--- config.mk ---
export PLATFORM = sky130hd
export DESIGN_NAME = s420_sched
export DESIGN_NICKNAME = d
export VERILOG_FILES = /design/src/rtl/s420_sched.sv
export SDC_FILE = /design/constraint.sdc
export NUM_CORES = 1
export LEC_CHECK = 0
export BUFFER_PORTS_ARGS = -buffer_cell sky130_fd_sc_hd__clkbuf_2
export CORE_MARGIN = 2
export CORE_UTILIZATION = 46
export DETAILED_ROUTE_END_ITERATION = 16
export PLACE_DENSITY = 0.75
export SLEW_MARGIN = 20
export SYNTH_ARGS = -nofsm -noshare
export SYNTH_HDL_FRONTEND = slang
export SYNTH_SLANG_ARGS = --single-unit
--- constraint.sdc ---
create_clock -name CK -period 6.7 [get_ports CK]
set_input_delay 1.005 -clock CK [delete_from_list [all_inputs] [get_ports CK]]
set_output_delay 1.005 -clock CK [all_outputs]
set_load 0.01 [all_outputs]
--- src/rtl/s420_sched.sv ---
// s420_sched: round-robin job controller sharing one s420 counter/compare datapath.
module s420_sched #(
    parameter int N_REQ = 4,
    parameter int LIMIT = 65535
) (
    input  logic                CK,
    input  logic                RST,
    input  logic [N_REQ-1:0]    REQ,
    input  logic [17*N_REQ-1:0] CFG,
    input  logic                Z,
    output logic [N_REQ-1:0]    GNT,
    output logic [N_REQ-1:0]    DONE,
    output logic                HIT,
    output logic [15:0]         STEPS,
    output logic                P_0,
    output logic [16:0]         C
);
    localparam int PW = N_REQ > 1 ? $clog2(N_REQ) : 1;
    typedef enum logic [1:0] {IDLE, LOAD, RUN, REPORT} state_t;
    state_t           state_q, state_d;
    logic [PW-1:0]    ptr_q, ptr_d, win;
    logic [N_REQ-1:0] gnt_q, gnt_d, done_q, done_d, win_oh;
    logic             hit_q, hit_d, p0_q, p0_d, found;
    logic [15:0]      steps_q, steps_d, steps_inc;
    logic [16:0]      c_q, c_d, win_cfg;

    // Two passes over the requesters: first from ptr upward, then wrapping from 0.
    always_comb begin
        found   = 1'b0;
        win     = '0;
        win_oh  = '0;
        win_cfg = '0;
        for (int j = 0; j < 2 * N_REQ; j++)
            if (!found && REQ[j % N_REQ] && (j >= N_REQ || j >= int'(ptr_q))) begin
                found                 = 1'b1;
                win                   = PW'(j % N_REQ);
                win_oh[j % N_REQ]     = 1'b1;
                win_cfg               = CFG[17*(j % N_REQ) +: 17];
            end
    end

    assign steps_inc = steps_q + 16'd1;

    always_comb begin
        state_d = state_q;
        ptr_d   = ptr_q;
        gnt_d   = gnt_q;
        done_d  = '0;
        hit_d   = hit_q;
        steps_d = steps_q;
        p0_d    = 1'b0;
        c_d     = c_q;
        case (state_q)
            IDLE: if (found) begin
                state_d = LOAD;
                gnt_d   = win_oh;
                c_d     = win_cfg;
                steps_d = '0;
                hit_d   = 1'b0;
                ptr_d   = (int'(win) == N_REQ - 1) ? '0 : win + PW'(1);
            end
            LOAD: begin
                state_d = RUN;
                p0_d    = 1'b1;
            end
            RUN: begin
                steps_d = steps_inc;
                if (Z || steps_inc == 16'(LIMIT)) begin
                    state_d = REPORT;
                    done_d  = gnt_q;
                    hit_d   = Z;
                end else begin
                    p0_d = 1'b1;
                end
            end
            REPORT: begin
                state_d = IDLE;
                gnt_d   = '0;
            end
        endcase
    end

    always_ff @(posedge CK) begin
        if (RST) begin
            state_q <= IDLE;
            ptr_q   <= '0;
            gnt_q   <= '0;
            done_q  <= '0;
            hit_q   <= 1'b0;
            steps_q <= '0;
            p0_q    <= 1'b0;
            c_q     <= '0;
        end else begin
            state_q <= state_d;
            ptr_q   <= ptr_d;
            gnt_q   <= gnt_d;
            done_q  <= done_d;
            hit_q   <= hit_d;
            steps_q <= steps_d;
            p0_q    <= p0_d;
            c_q     <= c_d;
        end
    end

    assign GNT   = gnt_q;
    assign DONE  = done_q;
    assign HIT   = hit_q;
    assign STEPS = steps_q;
    assign P_0   = p0_q;
    assign C     = c_q;
endmodule

==> flow_summary_export.csv, run 1 <==
group,metric,value,unit
outcome,status,"finished clean",
clocking,hold_buffers,0,
grt,grt_start_max_net_pins,46,
clocking,cts.sinks,47,
power,p_total,1.23,mW
logic_synthesis,synth_xor_xnor_area_share,0.00551,
finish,ff_latch_area,941,sq um
logic_synthesis,ys_warn_count,0,
logic_synthesis,synth_ff_type,"dfxtp_1",
grt,grt_use_total,0.269,
critical_path,crit_family,"simple AND/OR/NAND/NOR gates",
logic_synthesis,synth_fa_ha_area_frac,0.0275,
clocking,clk_pin_slew,0.10,ns
drt,avgRoutedWirePerCell,16.7,um
placement,port_buffers,117,
logic_synthesis,syn_avg_cell_area,7.30,sq um
grt,grt_pass1_wl,16.7,mm
finish,fillers,675,
grt,grt_pass1_vias,3530,
finish,multiInputGateArea,0.00206,sq mm
drt,drc,0,
logic_synthesis,yosys-top-cells-count,"nor2_1 (51), dfxtp_1 (47), nand2_1 (39)",
logic_synthesis,syn_inst,436,
clocking,cts_buffers,5,
critical_path,cp_data_required_time,6.91,ns
timing,finalClockSkew,0.00997,ns
logic_synthesis,synth-simple-area-share,0.270,
power,peakVddDrop,0.175,mV
critical_path,cp_slowest_cell,"nand3b_1",
logic_synthesis,synthTopCellsByArea,"dfxtp_1 (30%), nor2_1 (6.0%), a21oi_1 (5.7%)",
critical_path,startpoint_type,"primary input",
timing,drv_slew,0,
logic_synthesis,yosys.area.top_type,"dfxtp_1",
logic_synthesis,ys_ff_latch,47,
floorplan,ios,118,
logic_synthesis,synth_mux_area_frac,0.00669,
floorplan,core,0.00676,sq mm
timing,min_period,3.37,ns
logic_synthesis,async_flop_share,0,
placement,place_area,0.00373,sq mm
drt,via_per_inst,6.27,
finish,fin_nets,607,
power,p_leak,1.65,nW
logic_synthesis,synth_top_area_share,0.296,
floorplan,initial_utilization,0.471,
logic_synthesis,synth-compound-area-share,0.333,
logic_synthesis,syn_area,0.00318,sq mm
clocking,post_cts_buffers,0,
clocking,htree_levels,2,
clocking,clk_path_buf_depth,2,
grt,antenna_found_initial,0,
logic_synthesis,ys_types,55,
floorplan,die-area,0.00760,sq mm
drt,first_iter_violations,377,
clocking,clkLatencyLatePin,0.31,ns
timing,fmax,297,MHz
critical_path,slowest_delay,0.67,ns
clocking,clk_root_buffer_cell,"clkbuf_8",
flow_run,maxCapViolCount,0,
timing,setup_viol,0,
finish,syn_to_final_growth,21.2,%
placement,gp_routability_congestion,0.862,
critical_path,cp_cell_sequence,"clkbuf_2 -> nand2b_1 -> a21oi_1 -> nand3b_1 -> nor2_1 -> or3_1 -> a311oi_1",
floorplan,rows,30,
logic_synthesis,yosysSeqAreaShare,0.296,
finish,drive_gt1_frac,0.264,
drt,vias,3801,
grt,overflow,0,
floorplan,die_w,87.2,um
drt,wirelength,10.1,mm
floorplan,die_h,87.2,um
critical_path,cp.arrival,3.58,ns
timing,slew_headroom,0.309,
timing,timing.final.crit_share,0.503,
logic_synthesis,synth-edff-count,0,
power,power_density,320,mW/mm^2
timing,hold_violations,0,
timing,worst_slew_pin_slew,1.04,ns
drt,ant_nets,0,
logic_synthesis,syn_nets,518,
critical_path,end_kind,"flip-flop",
finish,insertedDiodeCount,0,
drt,drt_pass1_iterations,6,
critical_path,critPathMaxFanout,20,
critical_path,worst-path-buf-inv,1,
timing,setup_tns,0,ns
clocking,ctsResizeCount,0,
min_path,hp-class,"flip-flop to flip-flop",
clocking,cts_tree,"yes",
finish,design_area,0.00385,sq mm
critical_path,path_class,"primary input to flip-flop",
logic_synthesis,post-synth-top-count-cell,"nor2_1",
timing,rsz0062_at_grt,"false",
logic_synthesis,synth_top_family_by_area,"compound AO/OA/AOI/OAI gates",
placement,hpwl,6.99,mm
## power breakdown
| group | leakage (nW) | switching [mW] | internal, mW |
|---|---|---|---|
| clock | 0.0581 | 0.106 | 0.111 |
| combinational | 1.21 | 0.375 | 0.235 |
| sequential | 0.384 | 0.0598 | 0.345 |
| total | 1.65 | 0.541 | 0.692 |
## registers in the layout, summed over array words and instances, names as in the netlist
name     flops
C           17
DONE         4
GNT          4
HIT          1
P_0          1
STEPS       16
ptr_q        2
state_q      2
## metrics by stage
| stage | setup slack, ns | util | std cells | hold slack, ns |
|---|---|---|---|---|
| finish | 3.33 | 0.571 | 606 | 0.484 |
| global route | 3.07 | 0.571 | 606 | 0.498 |
| CTS | 3.09 | 0.569 | 606 | 0.482 |
| detailed placement | 2.77 | 0.552 | 598 | 0.466 |
| global placement | 2.79 | 0.552 | 598 | 0.463 |
| floorplan | 4.08 | - | 436 | 0.482 |
## metal layers
metal | wire, um | vias to the layer above | GRT usage
li1 | - | 1829 | -
met1 | 4470 | 1745 | 0.371
met2 | 4600 | 216 | 0.432
met3 | 959 | 11 | 0.0521
met4 | 102 | 0 | 0.0699
met5 | 0 | - | 0
## kinds of logic after synthesis
group / after synthesis
fa+ha+maj: 7
buf+inv: 47
compound gates: 157
simple gates: 174
xor+xnor: 2
mux: 2
flops: 47
## tightest hold or removal path, cell delays in order (launching register included)
cell      delay [ns]
dfxtp_1         0.32
nand2_1         0.05
a221oi_1        0.06
## final timing paths
check / startpoint / end / slack [ns] / depth (start not counted)
worst max-delay path: REQ[0] / C[13]$_SDFFE_PP0P_ / 3.33 / 7
worst min register to register: C[4]$_SDFFE_PP0P_ / C[4]$_SDFFE_PP0P_ / 0.48 / 2
worst min-delay path: C[4]$_SDFFE_PP0P_ / C[4]$_SDFFE_PP0P_ / 0.48 / 2
worst max register to register: ptr_q[0]$_SDFFE_PP0P_ / C[12]$_SDFFE_PP0P_ / 3.76 / 6
## area by class of cell
cell class,instances,area share
clock inverters,3,0.0114
clock buffers,5,0.0179
flip-flops and latches,47,0.244
multi-input cells,342,0.535
well taps,80,0.0260
repair buffers,119,0.156
inverters,10,0.00974
## cells in the final DEF, fill, tap and decap left out, types with 12 or more instances in the layout
cell type  Yosys  routed
a221oi_1      12      12
nor2_1        51      50
clkbuf_2       1     117
o22ai_1       19      18
nand3_1       26      26
a211o_1       13      13
dfxtp_1       47      47
a31oi_1       14      14
nand2_1       39      39
o21ai_0       24      24
a21oi_1       36      36
No activity file was read; power rests on OpenSTA's default activity.
==> run 2: changes to the inputs <==
--- a/config.mk
+++ b/config.mk
@@ -5,11 +5,12 @@
 export SDC_FILE = /design/constraint.sdc
 export NUM_CORES = 1
 export LEC_CHECK = 0
+export ABC_AREA = 1
 export BUFFER_PORTS_ARGS = -buffer_cell sky130_fd_sc_hd__clkbuf_2
 export CORE_MARGIN = 2
-export CORE_UTILIZATION = 46
+export CORE_UTILIZATION = 45
 export DETAILED_ROUTE_END_ITERATION = 16
-export PLACE_DENSITY = 0.75
+export PLACE_DENSITY = 0.77
 export SLEW_MARGIN = 20
 export SYNTH_ARGS = -nofsm -noshare
 export SYNTH_HDL_FRONTEND = slang
==> constraint.sdc (replaced) <==
create_clock -name CK -period 2.9 [get_ports CK]
set_input_delay 0.435 -clock CK [delete_from_list [all_inputs] [get_ports CK]]
set_output_delay 0.435 -clock CK [all_outputs]
set_load 0.01 [all_outputs]
==> run 2 against run 1 <==
Routed wire length down 14%. Clock skew shrank 0.00076 ns. Core utilization shrank 0.61 points. Largest cell class unchanged. Sequential cell count unchanged. Clock power grew 81%. First-iteration DRC count fell by 61%. Critical path depth grew 4. Design area shrank 1.6%. Power rose by 130%. Highest routed layer unchanged. Combinational power up 130%.
==> flow_summary_export.csv, run 2 <==
group,metric,value,unit
clocking,htree_levels,2,
grt,antenna_found_initial,0,
finish,insertedDiodeCount,0,
finish,syn_to_final_growth,22.5,%
clocking,ctsResizeCount,0,
logic_synthesis,yosys.area.top_type,"dfxtp_1",
logic_synthesis,synth-edff-count,0,
finish,fin_nets,676,
drt,ant_nets,0,
timing,hold_violations,0,
power,p_sw,1.32,mW
min_path,hold_end,"HIT$_SDFFE_PP0P_",
logic_synthesis,async_flop_share,0,
critical_path,crit-reg2reg-launch,"ptr_q[0]$_SDFFE_PP0P_",
logic_synthesis,synthTopCellsByArea,"dfxtp_1 (30%), nand2_1 (14%), a21oi_1 (7.3%)",
power,seq_power_share,0.367,
min_path,hp-class,"primary input to flip-flop",
timing,drv_slew,0,
placement,hpwl,6.85,mm
logic_synthesis,post-synth-top-count-cell,"nand2_1",
power,comb_power_share,0.496,
floorplan,initial_utilization,0.461,
logic_synthesis,syn_avg_cell_area,6.38,sq um
power,power_density,760,mW/mm^2
clocking,cts_tree,"yes",
floorplan,die_h,87.0,um
drt,vias,3573,
timing,fmax,409,MHz
finish,layout_commonest_cell,"clkbuf_2",
critical_path,startpoint_type,"flip-flop",
timing,setup_tns,0,ns
floorplan,die-area,0.00756,sq mm
critical_path,reg2regPathDepth,11,
timing,rsz0062_at_grt,"false",
timing,setup_viol,0,
drt,drt_pass1_iterations,5,
clocking,post_cts_buffers,0,
clocking,clk_path_buf_depth,2,
timing,worst_slew_pin_slew,0.728,ns
clocking,clk_root_buffer_cell,"clkbuf_8",
critical_path,reg2reg_slack,0.45,ns
power,p_leak,1.75,nW
power,p_int,1.56,mW
flow_run,maxCapViolCount,0,
power,peakVddDrop,0.348,mV
finish,fillers,669,
floorplan,ios,118,
grt,grt_pass1_wl,14.3,mm
placement,port_buffers,117,
drt,first_iter_violations,148,
min_path,worstHoldStart,"Z",
critical_path,cp.arrival,2.64,ns
grt,grt_pass1_vias,3163,
clocking,clk_pin_slew,0.09,ns
critical_path,critPathMaxFanout,16,
finish,layout_common_cells,"clkbuf_2 (117), nand2_1 (116), inv_1 (55)",
drt,avgRoutedWirePerCell,12.9,um
floorplan,core,0.00672,sq mm
logic_synthesis,synth_ff_type,"dfxtp_1",
timing,finalClockSkew,0.00921,ns
grt,grt_use_total,0.230,
placement,place_area,0.00371,sq mm
outcome,status,"finished clean",
critical_path,cp-startpoint,"ptr_q[0]$_SDFFE_PP0P_",
power,clkPwrFrac,0.136,
timing,timing.final.crit_share,0.844,
timing,min_period,2.45,ns
logic_synthesis,syn_area,0.00310,sq mm
min_path,hold_depth,3,
logic_synthesis,synth_top_area_share,0.304,
clocking,cts.sinks,47,
logic_synthesis,ys_types,34,
drt,via_per_inst,5.29,
grt,overflow,0,
floorplan,rows,30,
logic_synthesis,ys_warn_count,0,
critical_path,end_kind,"flip-flop",
drt,drc,0,
logic_synthesis,syn_nets,567,
placement,gp_routability_congestion,0.885,
finish,design_area,0.00379,sq mm
floorplan,die_w,87.0,um
critical_path,path_class,"flip-flop to flip-flop",
drt,wirelength,8.70,mm
clocking,hold_buffers,0,
timing,slew_headroom,0.514,
finish,largest_reg_flops,17,
finish,drive_gt1_frac,0.245,
critical_path,cp_data_required_time,3.09,ns
power,switching_share,0.459,
logic_synthesis,yosys-top-cells-count,"nand2_1 (116), inv_1 (55), dfxtp_1 (47)",
grt,grt_start_max_net_pins,32,
clocking,cts_buffers,5,
clocking,clkLatencyLatePin,0.31,ns
logic_synthesis,yosysSeqAreaShare,0.304,
critical_path,rr_endpoint,"STEPS[13]$_SDFFE_PP0P_",
logic_synthesis,syn_inst,485,
logic_synthesis,ys_ff_latch,47,
-- run 2: cell count changes in the layout (fill, tap and decap cells not counted), sizes merged, moves of 8 or more --
cell / previous run / this run
a21oi: 36 / 46
nand2: 39 / 121
a22oi: 9 / 1
a211o: 13 / 0
inv: 10 / 59
o21ai: 26 / 49
nand2b: 8 / 0
nor2: 51 / 42
-- run 2: cells by family (layout without fill, tap and decap cells) --
group / count (synthesis) / in the layout / share of synthesized area
AO/OA/AOI/OAI: 129 / 129 / 0.235
XOR/XNOR: 4 / 4 / 0.0113
flip-flops: 47 / 47 / 0.304
AND/OR/NAND/NOR: 216 / 216 / 0.308
adder cells (fa/ha/maj): 7 / 7 / 0.0283
buffers and inverters: 82 / 192 / 0.114
-- run 2: worst max-delay path by stage --
stage | slack, ns | endpoint | depth (start not counted)
2_1_floorplan | 1.04 | state_q[1]$_SDFFE_PP0P_ | 14
3_3_place_gp | 0.47 | STEPS[13]$_SDFFE_PP0P_ | 11
3_5_place_dp | 0.38 | STEPS[13]$_SDFFE_PP0P_ | 11
4_1_cts | 0.51 | STEPS[13]$_SDFFE_PP0P_ | 11
5_1_grt | 0.22 | STEPS[0]$_SDFFE_PP0P_ | 11
6_report | 0.45 | STEPS[13]$_SDFFE_PP0P_ | 11
-- run 2: power groups by stage --
stage / registers [mW] / logic, mW / clock network, mW
global placement: 1.06 / 1.39 / 0
global route: 1.08 / 1.60 / 0.426
floorplan: 1.11 / 0.952 / 0
detailed placement: 1.07 / 1.42 / 0
finish: 1.06 / 1.43 / 0.393
CTS: 1.06 / 1.42 / 0.405
-- run 2: final cells by class --
type / instances / area, sq um / share of cell area
Multi-Input combinational cell: 356 / 1800 / 0.476
Sequential cell: 47 / 941 / 0.248
Timing Repair Buffer: 123 / 631 / 0.166
Inverter: 61 / 231 / 0.0610
Tap cell: 80 / 100 / 0.0264
Clock buffer: 6 / 72.6 / 0.0191
Clock inverter: 2 / 12.5 / 0.00330
-- run 2: routing by layer --
metal  vias to the layer above  global-route usage  routed length [um]
li1                       1836                   -                   -
met1                      1571               0.287                3850
met2                       151               0.394                4040
met3                        15              0.0493                 686
met4                         0              0.0710                 127
met5                         -                   0                   0
-- run 2: worst max-delay path: stages, from the launching register on --
cell	delay, ns
dfxtp_1	0.35
inv_1	0.09
nand2_2	0.24
nand2_4	0.14
nand2_4	0.10
nor3b_4	0.05
nand4_1	0.11
nand2_2	0.18
o21ai_2	0.25
clkinv_1	0.47
a22oi_1	0.28
nor2_1	0.06
-- run 2: through the flow --
| stage | worst slack, ns | total power, mW | utilization | instances | hold WS (ns) |
|---|---|---|---|---|---|
| 5_1_grt | 0.220 | 3.11 | 0.564 | 675 | 0.409 |
| 6_report | 0.453 | 2.88 | 0.564 | 675 | 0.394 |
| 4_1_cts | 0.513 | 2.89 | 0.564 | 675 | 0.382 |
| 3_3_place_gp | 0.466 | 2.45 | 0.552 | 667 | 0.433 |
| 3_5_place_dp | 0.377 | 2.49 | 0.552 | 667 | 0.442 |
| 2_1_floorplan | 1.04 | 2.06 | - | 485 | 0.457 |
==> run 3: changes to the inputs <==
--- a/config.mk
+++ b/config.mk
@@ -8,9 +8,9 @@
 export ABC_AREA = 1
 export BUFFER_PORTS_ARGS = -buffer_cell sky130_fd_sc_hd__clkbuf_2
 export CORE_MARGIN = 2
-export CORE_UTILIZATION = 45
+export CORE_UTILIZATION = 46
 export DETAILED_ROUTE_END_ITERATION = 16
-export PLACE_DENSITY = 0.77
+export PLACE_DENSITY = 0.76
 export SLEW_MARGIN = 20
 export SYNTH_ARGS = -nofsm -noshare
 export SYNTH_HDL_FRONTEND = slang
==> constraint.sdc (replaced) <==
create_clock -name CK -period 2.48 [get_ports CK]
set_input_delay 0.372 -clock CK [delete_from_list [all_inputs] [get_ports CK]]
set_output_delay 0.372 -clock CK [all_outputs]
set_load 0.01 [all_outputs]
==> run 3 against run 2 <==
Cell count is the same. Clock skew is 0.0015 ns lower. Core utilization grew 3.7 points. Design area is 1.9% higher. Setup slack lost 0.13 ns. Combinational power increased by 20%.
==> flow_summary_export.csv, run 3 (synthesized netlist as in run 2, its figures left out) <==
group,metric,value,unit
drt,wirelength,9.10,mm
finish,multiInputGateArea,0.00181,sq mm
clocking,clkLatencyLatePin,0.30,ns
drt,first_iter_violations,142,
floorplan,ios,118,
power,peakVddDrop,0.362,mV
timing,drv_slew,0,
outcome,status,"finished clean",
timing,finalClockSkew,0.00775,ns
timing,hold_violations,0,
critical_path,crit_cells,14,
finish,postLayoutCoreUtil,0.602,
critical_path,crit_top_cell,"nand2_1",
drt,ant_nets,0,
finish,drive_gt1_frac,0.253,
critical_path,end_kind,"flip-flop",
clocking,cts_tree,"yes",
floorplan,die-area,0.00740,sq mm
clocking,cts.sinks,47,
drt,via_per_inst,5.39,
drt,avgRoutedWirePerCell,13.5,um
critical_path,crit_end,"HIT$_SDFFE_PP0P_",
grt,grt_use_total,0.243,
power,power_density,935,mW/mm^2
finish,ff_latch_area,941,sq um
finish,syn_to_final_growth,24.8,%
grt,grt_pass1_vias,3306,
floorplan,core,0.00642,sq mm
floorplan,initial_utilization,0.482,
timing,fmax,463,MHz
placement,hpwl,7.12,mm
timing,timing.final.crit_share,0.871,
critical_path,rr_endpoint,"HIT$_SDFFE_PP0P_",
critical_path,cp.arrival,2.34,ns
clocking,clk_pin_slew,0.09,ns
finish,largest_reg_flops,17,
critical_path,slowest_delay,0.42,ns
clocking,post_cts_buffers,0,
flow_run,maxCapViolCount,0,
placement,port_buffers,117,
clocking,clk_root_buffer_cell,"clkbuf_8",
timing,worst_slew_pin_slew,0.748,ns
timing,slew_headroom,0.501,
grt,overflow,0,
critical_path,crit-reg2reg-launch,"STEPS[1]$_SDFFE_PP0P_",
finish,fillers,638,
finish,fin_cells,675,
floorplan,rows,29,
min_path,hp-class,"primary input to flip-flop",
critical_path,worst-path-buf-inv,2,
critical_path,reg2reg_slack,0.32,ns
critical_path,cp_slowest_cell,"dfxtp_1",
floorplan,die_w,86.1,um
timing,min_period,2.16,ns
finish,layout_commonest_cell,"clkbuf_2",
power,p_leak,1.79,nW
placement,dp.cells,667,
grt,grt_pass1_wl,14.8,mm
clocking,clk_path_buf_depth,2,
critical_path,path_class,"flip-flop to flip-flop",
critical_path,reg2regPathDepth,14,
drt,vias,3635,
drt,drt_pass1_iterations,5,
critical_path,cp_cell_sequence,"ha_1 -> inv_1 -> nor2_2 -> nand2_1 -> nand2_1 -> o21ai_0 -> inv_1 -> nand3_1 -> nor2_1 -> nand3_1 -> nand3_1 -> nand2_1 -> nand2_1 -> a21oi_1",
clocking,hold_buffers,0,
finish,fin_nets,679,
critical_path,crit_family,"simple AND/OR/NAND/NOR gates",
grt,antenna_found_initial,0,
finish,layout_common_cells,"clkbuf_2 (117), nand2_1 (116), inv_1 (55)",
critical_path,critPathMaxFanout,5,
clocking,cts_buffers,5,
critical_path,cp_data_required_time,2.66,ns
drt,drc,0,
finish,insertedDiodeCount,0,
critical_path,cp-startpoint,"STEPS[1]$_SDFFE_PP0P_",
grt,grt_start_max_net_pins,32,
power,p_total,3.61,mW
floorplan,die_h,86.1,um
timing,rsz0062_at_grt,"false",
critical_path,startpoint_type,"flip-flop",
timing,setup_viol,0,
clocking,htree_levels,2,
timing,setup_tns,0,ns
placement,gp_routability_congestion,0.944,
==> run 3: changes by cell type in the layout (fill, tap and decap cells not counted) <==
cell,change
clkbuf_1,-1
nor2_2,+1
nor2_1,-1
buf_4,+3
clkinv_2,-1
bufinv_16,+2
==> run 3: where the power goes <==
group	internal, mW	switching (mW)	total [mW]
sequential	1.01	0.221	1.23
clock	0.402	0.268	0.670
combinational	0.640	1.07	1.71
==> run 3: metal layers <==
| metal | global-route usage | up-vias | share of wire |
|---|---|---|---|
| met1 | 0.309 | 1567 | 0.42 |
| li1 | - | 1851 | - |
| met4 | 0.0880 | 0 | 0.022 |
| met3 | 0.0529 | 18 | 0.096 |
| met5 | 0 | - | 0 |
| met2 | 0.405 | 199 | 0.47 |
==> run 3: how the worst min path moves through the flow <==
stage / from / to / slack, ns / depth (start not counted)
4_1_cts: CFG[42] / C[8]$_SDFFE_PP0P_ / 0.32 / 3
6_report: CFG[42] / C[8]$_SDFFE_PP0P_ / 0.32 / 3
3_3_place_gp: HIT$_SDFFE_PP0P_ / HIT$_SDFFE_PP0P_ / 0.45 / 2
3_5_place_dp: HIT$_SDFFE_PP0P_ / HIT$_SDFFE_PP0P_ / 0.46 / 2
5_1_grt: Z / HIT$_SDFFE_PP0P_ / 0.34 / 3
2_1_floorplan: RST / C[10]$_SDFFE_PP0P_ / 0.44 / 1
==> run 3: layout make-up <==
type	count	area share
Clock inverter	3	0.0175
Multi-Input combinational cell	356	0.467
Inverter	61	0.0599
Tap cell	77	0.0249
Timing Repair Buffer	126	0.169
Clock buffer	5	0.0178
Sequential cell	47	0.243
==> run 3: what timing repair did <==
item | in CTS | in global routing
gates resized for setup | 0 | 1
endpoints found under the hold margin | 0 | 0
setup endpoints to repair | 0 | 1
==> run 3: per-stage QoR <==
step / setup WS, ns / instance area, sq um / hold WS [ns]
floorplan: 0.616 / 3100 / 0.441
global placement: 0.317 / 3730 / 0.449
detailed placement: 0.224 / 3730 / 0.455
CTS: 0.193 / 3860 / 0.315
global route: 0.0933 / 3860 / 0.337
finish: 0.321 / 3860 / 0.321
==> run 3: worst min-delay path, cell delays in order <==
cell and delay [ns]:
clkbuf_2 0.09, nand2_1 0.05, a31oi_1 0.07
